[config.mk]
export PLATFORM = sky130hd
export DESIGN_NAME = pc_fetch_unit
export DESIGN_NICKNAME = d
export VERILOG_FILES = /design/src/rtl/pc_fetch_unit.sv
export SDC_FILE = /design/constraint.sdc
export NUM_CORES = 1
export LEC_CHECK = 0
export BUFFER_PORTS_ARGS = -buffer_cell sky130_fd_sc_hd__buf_2
export CORE_AREA = 2 2 133 83
export CTS_CLUSTER_DIAMETER = 200
export CTS_CLUSTER_SIZE = 24
export DETAILED_ROUTE_END_ITERATION = 16
export DIE_AREA = 0 0 135 85
export PLACE_DENSITY = 0.8
export SYNTH_ARGS = -nofsm -noshare
export SYNTH_HDL_FRONTEND = slang
export SYNTH_SLANG_ARGS = --single-unit
[constraint.sdc]
create_clock -name clk -period 2.65 [get_ports clk]
set_input_delay 0.3975 -clock clk [delete_from_list [all_inputs] [get_ports clk]]
set_output_delay 0.3975 -clock clk [all_outputs]
set_load 0.01 [all_outputs]
[src/rtl/pc_fetch_unit.sv]
// Fetch stage: owns the PC, addresses a combinational instruction memory and
// registers the returned instruction/PC pair for decode.
module pc_fetch_unit #(
  parameter int                  REG_BITS = 32,
  parameter logic [REG_BITS-1:0] RESET_PC = '0
) (
  input  logic                clk,
  input  logic                rst_n,
  input  logic                start,
  input  logic                halt,
  input  logic                stall,
  input  logic                branch_taken,
  input  logic [REG_BITS-1:0] branch_target,
  input  logic [REG_BITS-1:0] instr_in,
  output logic [REG_BITS-1:0] pc_out,
  output logic [REG_BITS-1:0] instr_out,
  output logic [REG_BITS-1:0] instr_pc,
  output logic                instr_valid,
  output logic                misalign_err,
  output logic [15:0]         fetch_count,
  output logic [1:0]          state_out
);

  localparam int INSTR_BYTES = REG_BITS / 8;
  localparam int ALIGN       = (REG_BITS == 32) ? 2 : 1;
  localparam logic [REG_BITS-1:0] PC_STEP    = REG_BITS'(INSTR_BYTES);
  localparam logic [REG_BITS-1:0] ALIGN_MASK = {{(REG_BITS-ALIGN){1'b1}}, {ALIGN{1'b0}}};

  if (REG_BITS != 16 && REG_BITS != 32) begin : g_bad_width
    $error("pc_fetch_unit: REG_BITS must be 16 or 32");
  end

  typedef enum logic [1:0] {
    BOOT = 2'd0,
    RUN  = 2'd1,
    HALT = 2'd2,
    BAD  = 2'd3
  } state_t;

  state_t              state_q, state_d;
  logic [REG_BITS-1:0] pc_q, pc_d;
  logic [REG_BITS-1:0] instr_q, instr_d;
  logic [REG_BITS-1:0] ipc_q, ipc_d;
  logic                valid_q, valid_d;
  logic                mis_q, mis_d;
  logic [15:0]         count_q, count_d;

  // NOTE: every next-state value gets a hold default before the case, so no
  // path through this block can leave a variable unassigned and infer a latch.
  always_comb begin
    state_d = state_q;
    pc_d    = pc_q;
    instr_d = instr_q;
    ipc_d   = ipc_q;
    valid_d = 1'b0;
    mis_d   = mis_q;
    count_d = count_q;

    unique case (state_q)
      BOOT: begin
        if (halt)       state_d = HALT;
        else if (start) state_d = RUN;
      end
      RUN: begin
        if (halt) begin
          state_d = HALT;
        end else if (branch_taken) begin
          // Redirect squashes the wrong-path fetch; a simultaneous stall is overridden.
          pc_d = branch_target & ALIGN_MASK;
          if (|branch_target[ALIGN-1:0]) mis_d = 1'b1;
        end else if (stall) begin
          valid_d = valid_q;
        end else begin
          instr_d = instr_in;
          ipc_d   = pc_q;
          valid_d = 1'b1;
          pc_d    = pc_q + PC_STEP;
          if (count_q != 16'hFFFF) count_d = count_q + 16'd1;
        end
      end
      HALT:    state_d = HALT;
      default: state_d = BOOT;
    endcase
  end

  // NOTE: state uses non-blocking assignments so all registers update from the
  // same pre-edge values; the reset is synchronous, sampled only on the edge.
  always_ff @(posedge clk) begin
    if (!rst_n) begin
      state_q <= BOOT;
      pc_q    <= RESET_PC;
      instr_q <= '0;
      ipc_q   <= '0;
      valid_q <= 1'b0;
      mis_q   <= 1'b0;
      count_q <= '0;
    end else begin
      state_q <= state_d;
      pc_q    <= pc_d;
      instr_q <= instr_d;
      ipc_q   <= ipc_d;
      valid_q <= valid_d;
      mis_q   <= mis_d;
      count_q <= count_d;
    end
  end

  assign pc_out       = pc_q;
  assign instr_out    = instr_q;
  assign instr_pc     = ipc_q;
  assign instr_valid  = valid_q;
  assign misalign_err = mis_q;
  assign fetch_count  = count_q;
  assign state_out    = state_q;

endmodule

# ---- Yosys cells after proc, flatten, opt, wreduce, memory -nomap -nowiden
# Index checks and enable logic that the tools add are counted.
dict set report totals {
  wordCells 34
  latch_bits 0
  inputBits 70
  register_bits 116
  mem_bits_rw 0
  memories 0
  romBits 0
}
dict set report classes {
  n_reduce_logical 8
  magnitude_cmp 0
  bitwise_logic 5
  n_eq_ne 6
  mul 0
  div_mod_pow 0
  muxes 6
  shifts 0
  addsub 2
}
# operator count
set ops {}
lappend ops {{$mux W32} 2}
lappend ops {{$add A32 B3 Y32 const B} 1}
lappend ops {{$add A16 B1 Y16 const B} 1}
lappend ops {{$ne A16 B16 Y1 const B} 1}
lappend ops {{$reduce_and A4 Y1} 2}
lappend ops {{$mux W2} 3}
lappend ops {{$pmux W2 S3} 1}
lappend ops {{$not A1 Y1} 5}
lappend ops {{$reduce_and A5 Y1} 1}
lappend ops {{$reduce_or A4 Y1} 1}
lappend ops {{$ne A3 B3 Y1 const B} 1}
lappend ops {{$reduce_and A3 Y1} 1}
lappend ops {{$eq A2 B1 Y1 const B} 1}
lappend ops {{$eq A2 B2 Y1 const B} 1}
lappend ops {{$logic_not A2 Y1} 1}
lappend ops {{$ne A2 B1 Y1 const B} 1}
lappend ops {{$ne A2 B2 Y1 const B} 1}
lappend ops {{$reduce_and A2 Y1} 1}
lappend ops {{$reduce_or A2 Y1} 1}

# ---- Longest topological paths before layout
dict set report depth {
  ltp_word 3
  ltp_mapped 8
  mapped_depth_nobuf 7
}

# ---- Worst setup path after synthesis
# Ideal clock, no wire load.
dict set report synth_path {
  path_kind {register to register}
  startpoint {register pc_q[2] (netlist: pc_out[2])}
  endpoint {register pc_q[18] (netlist: pc_out[18])}
  n_path_buf 0
  synth_period_minus_slack_ns 2.026
  path_slack_ns 0.624
  setup_ns 0.115
  arrival_time_ns 1.912
  stages_incl_launch_ff 7
  cell_sequence {dfxtp_1 ha_1 nand4_1 nor4_4 nand4_1 and3_1 o21a_1}
}
dict set report synth_via {
  elab_chain_len 3
}
# element line_no
set synth_lines {}
lappend synth_lines {{start: declaration} 41} ;# logic [REG_BITS-1:0] pc_q, pc_d;
lappend synth_lines {{start signal: assignment} 99} ;# pc_q <= pc_d;
lappend synth_lines {{$add A32 B3 Y32} 77} ;# pc_d = pc_q + PC_STEP;
lappend synth_lines {{$mux W32} 71} ;# end else if (stall) begin
lappend synth_lines {{$mux W32} 67} ;# end else if (branch_taken) begin
# Every way passes these cells. The select of a mux whose other input is x is not followed.
# A chain may end at the register's enable or synchronous reset.

# ---- Worst setup path in the final report
dict set report layout_path {
  startpoint {register state_q[1] (netlist: state_out[1])}
  endpoint {register count_q[13] (netlist: fetch_count[13])}
}
dict set report layout_via {
  elab_chain_len 2
}
# element line_no
set layout_lines {}
lappend layout_lines {{start: declaration} 40} ;# state_t state_q, state_d;
lappend layout_lines {{start signal: assignment} 98} ;# state_q <= state_d;
lappend layout_lines {{$eq A2 B1 Y1} 59} ;# unique case (state_q)
lappend layout_lines {{$reduce_and A5 Y1 (no source line)} --}
lappend layout_lines {{end signal: assignment} 104} ;# count_q <= count_d;
lappend layout_lines {{end: declaration} 46} ;# logic [15:0] count_q, count_d;
# Every way passes these cells.

==> key figures <==
Outcome
  • Result of the run: complete, no violations

Timing
  • Relative slew slack: 0.516
  • Number of pins with negative max-slew slack in the final report: 0
  • Setup repair after global routing missed its margin: no
  • Final number of setup-violating endpoints: 0
  • Worst hold slack after final layout: roughly 0.29 ns
  • Setup_tns: 0 ns
  • Final critical delay including setup and external delays: 2.31 ns
  • F_max: 434 MHz
  • Clk_skew: 0.00456 ns
  • Hold violation total from the final report: 0
  • Pin slew with the least headroom to its limit: ~0.72 ns
  • Crit share post-route: 0.870

Placed design
  • HPWL reported at the end of detailed placement: 11.0 mm
  • Inst Count DP: 941
  • Final weighted congestion in routability-driven placement: 0.845
  • Input/output buffers: 181

Clocking
  • H-Tree Level Count: 3
  • Post-CTS Resized: 0
  • Clock transition at the register clock pins on the worst setup and hold paths after CTS: 0.07 ns
  • CTS Buf Count: 9
  • Number of clock sinks seen by CTS: about 110
  • Insertion delay of the later-clocked pin in the worst-skew pair: 0.34 ns
  • Number of setup buffers added after CTS: 0
  • Cell at the root of the clock tree: sky130_fd_sc_hd__clkbuf_16
  • Clock tree from TritonCTS: built
  • Clock Path Buffers: 2
  • Number of hold buffers added after CTS: 0

Synthesis
  • Flop and latch count out of synthesis: 112
  • Leading post-synthesis cells by instance count: 176 x sky130_fd_sc_hd__nand2_1, 112 x sky130_fd_sc_hd__dfxtp_1, 81 x sky130_fd_sc_hd__a21oi_1
  • Fraction of post-synthesis cell area in the top cell type by area: 0.443
  • Mapped Cells: 645
  • Top cells by area in the synthesized netlist: sky130_fd_sc_hd__dfxtp_1 44%, sky130_fd_sc_hd__nand2_1 13%, sky130_fd_sc_hd__a21oi_1 8.0%, sky130_fd_sc_hd__nand4_1 2.5%, sky130_fd_sc_hd__o21ai_0 2.3%
  • Sequential element share of the synthesized area: 0.443
  • Combined area of all synthesized cells: ~5100 µm²
  • Synth unique cells: between 50 and 60
  • Warning count from the yosys run: 0
  • Mean instance size in the synthesized netlist: 7.84 µm²
  • Number of flops mapped to enable cells by yosys: 0
  • Most instantiated library cell after synthesis: sky130_fd_sc_hd__nand2_1
  • Commonest register cell after synthesis: sky130_fd_sc_hd__dfxtp_1
  • Async S/R FF share, synth: 0
  • Most area-hungry cell type in the Yosys netlist: sky130_fd_sc_hd__dfxtp_1

Global route
  • Initial antenna violation count: 1
  • Overall Global Routing Usage: 0.262
  • Grt total ovfl: 0
  • First-pass GRT wire length: 24.4 mm
  • Largest net degree at the start of global routing: 36
  • Vias in the first global route: around 5000

Floorplanning
  • I/O pins: 186
  • Area of the placeable core: approximately 10000 µm²
  • Die W: 135 µm
  • Initial core utilization: 0.491
  • Row count: 29
  • Die H: 85 µm
  • Die outline area: 11500 µm²

Worst setup path
  • Startpoint Class: flop
  • Critical path data arrival time: 2.58 ns
  • Worst-path cell chain: inv_1 -> ha_1 -> or4b_4 -> nor3_4 -> nand3_2 -> nor4_1 -> o21bai_1
  • Highest fanout seen on the critical path: 23
  • Worst Path Class, Setup: reg2reg
  • Type of element capturing the critical path: flop
  • R2r worst-path depth: 7
  • Worst-path cell with the longest stage delay: sky130_fd_sc_hd__or4b_4
  • Largest stage delay on the critical path: about 0.66 ns
  • Worst path required time: approximately 3 ns

Cells and area
  • Count of inserted antenna diode cells: 0
  • Combined area of the multi-input logic cells: 2590 µm²
  • Number of nets in the finished design: about 890
  • Share of final-layout standard cells stronger than drive strength 1: 0.274
  • Number of fill cells: roughly 940
  • Non-filler cells, final: 956
  • Footprint of the flip-flops and latches: 2240 µm²
  • Synthesis-to-finish area growth: 26.6%
  • Final standard cell utilization of the core: 0.621

Routing
  • Detailed-routing iteration count for the pre-antenna-repair pass: 5
  • DRT iter0 DRCs: 430
  • Wire length reported by the detailed router: 15.3 mm
  • Routed Antenna Nets: 0
  • Number of vias per cell after detailed routing: 5.71
  • Total via count in the routed design: around 5500
  • Drt drc: 0
  • Routed length per instance: 16.0 µm

Flow run
  • Number of max-cap violations: 0

Power
  • Leakage power: 2.70 nW
  • Clock group share of total power: 0.433
  • Combinational cell fraction of total power: 0.062
  • Switching power: 735 µW
  • PD cells: 529 nW/µm²
  • Internal power component: 2.65 mW
  • Fraction of power spent switching nets: 0.217
  • Max VDD drop: around 0.33 mV
  • Sequential group share of total power: 0.505
  • Total design power: 3.39 mW

Worst hold path
  • Type of the worst min-delay path: in2reg
  • Hold Path Cell Cnt: 3
through the flow:
| stage | setup slack [ns] | area, µm² |
|---|---|---|
| final | 0.344 | 6400 |
| after detailed placement | 0.399 | 6080 |
| after global routing | 0.188 | 6400 |
| after CTS | 0.361 | 6400 |
| after global placement | 0.481 | 6080 |
| after floorplan | 0.624 | 5070 |
critical path: cells and delay by family, from the launching register on:
family / cells / cell delay (ns)
buffers and inverters: 1 / 0.10
adder cells (fa/ha/maj): 1 / 0.28
AO/OA/AOI/OAI: 1 / 0.16
flip-flops: 1 / 0.33
AND/OR/NAND/NOR: 4 / 1.35
state kept, by name, summed over array words and instances (netlist names):
name          count
instr_pc         30
instr_out        32
pc_out           30
state_out         2
fetch_count      16
instr_valid       1
misalign_err      1
power by group through the flow:
| stage | Sequential (mW) | Clock, mW | Combinational, mW |
|---|---|---|---|
| 5_1_grt | 1.71 | 1.56 | 0.232 |
| 6_report | 1.71 | 1.47 | 0.211 |
| 3_3_place_gp | 1.75 | 0 | 0.201 |
| 3_5_place_dp | 1.75 | 0 | 0.207 |
| 2_1_floorplan | 1.75 | 0 | 0.105 |
| 4_1_cts | 1.71 | 1.49 | 0.208 |
layout by cell type, fill, tap and decap left out, types with 4 or more instances in the layout:
cell	synthesis	final
sky130_fd_sc_hd__buf_2	4	181
sky130_fd_sc_hd__nand2_1	176	176
sky130_fd_sc_hd__dfxtp_1	112	112
sky130_fd_sc_hd__a21oi_1	81	81
sky130_fd_sc_hd__nor2_1	28	28
sky130_fd_sc_hd__o21ai_0	23	23
sky130_fd_sc_hd__nand4_1	20	20
sky130_fd_sc_hd__nand3_1	20	20
sky130_fd_sc_hd__buf_4	5	15
sky130_fd_sc_hd__inv_1	15	14
sky130_fd_sc_hd__xor2_1	13	13
sky130_fd_sc_hd__a22oi_1	9	9
sky130_fd_sc_hd__clkbuf_16	0	9
sky130_fd_sc_hd__nor3_1	8	8
sky130_fd_sc_hd__o22ai_1	8	8
sky130_fd_sc_hd__a31oi_1	8	8
sky130_fd_sc_hd__and3_1	6	6
sky130_fd_sc_hd__a211oi_1	6	6
sky130_fd_sc_hd__o211ai_1	5	5
sky130_fd_sc_hd__o31ai_1	5	5
sky130_fd_sc_hd__o21a_1	5	5
sky130_fd_sc_hd__ha_1	5	5
sky130_fd_sc_hd__and4_1	4	4
sky130_fd_sc_hd__conb_1	1	4
final timing paths:
check / from / endpoint / slack, ns
setup reg to reg: state_out[1] / fetch_count[13] / 0.34
hold / removal: instr_in[14] / instr_out[14] / 0.29
hold reg to reg: instr_pc[18] / instr_pc[18] / 0.45
setup / recovery: state_out[1] / fetch_count[13] / 0.34
cell type report:
class	instances	area share
Sequential cell	112	0.350
Multi-Input combinational cell	478	0.404
Inverter	16	0.00938
Clock inverter	3	0.0102
Timing Repair Buffer	196	0.159
Clock buffer	12	0.0401
Tap cell	139	0.0272
layer usage:
| metal | wire length [µm] | track usage | vias to the layer above |
|---|---|---|---|
| li1 | - | - | 2590 |
| met3 | 1580 | 0.0741 | 19 |
| met5 | 13 | 0 | - |
| met4 | 163 | 0.0653 | 2 |
| met2 | 7020 | 0.428 | 280 |
| met1 | 6490 | 0.346 | 2563 |
kinds of logic after synthesis:
| group | Yosys count | share of synthesized area |
|---|---|---|
| buf+inv | 58 | 0.0480 |
| mux | 3 | 0.00594 |
| flops | 112 | 0.443 |
| fa+ha+maj | 5 | 0.0124 |
| other cells | 1 | 0.000741 |
| xor+xnor | 14 | 0.0242 |
| compound gates | 168 | 0.201 |
| simple gates | 284 | 0.264 |
Power figures use the tool's default switching activity.
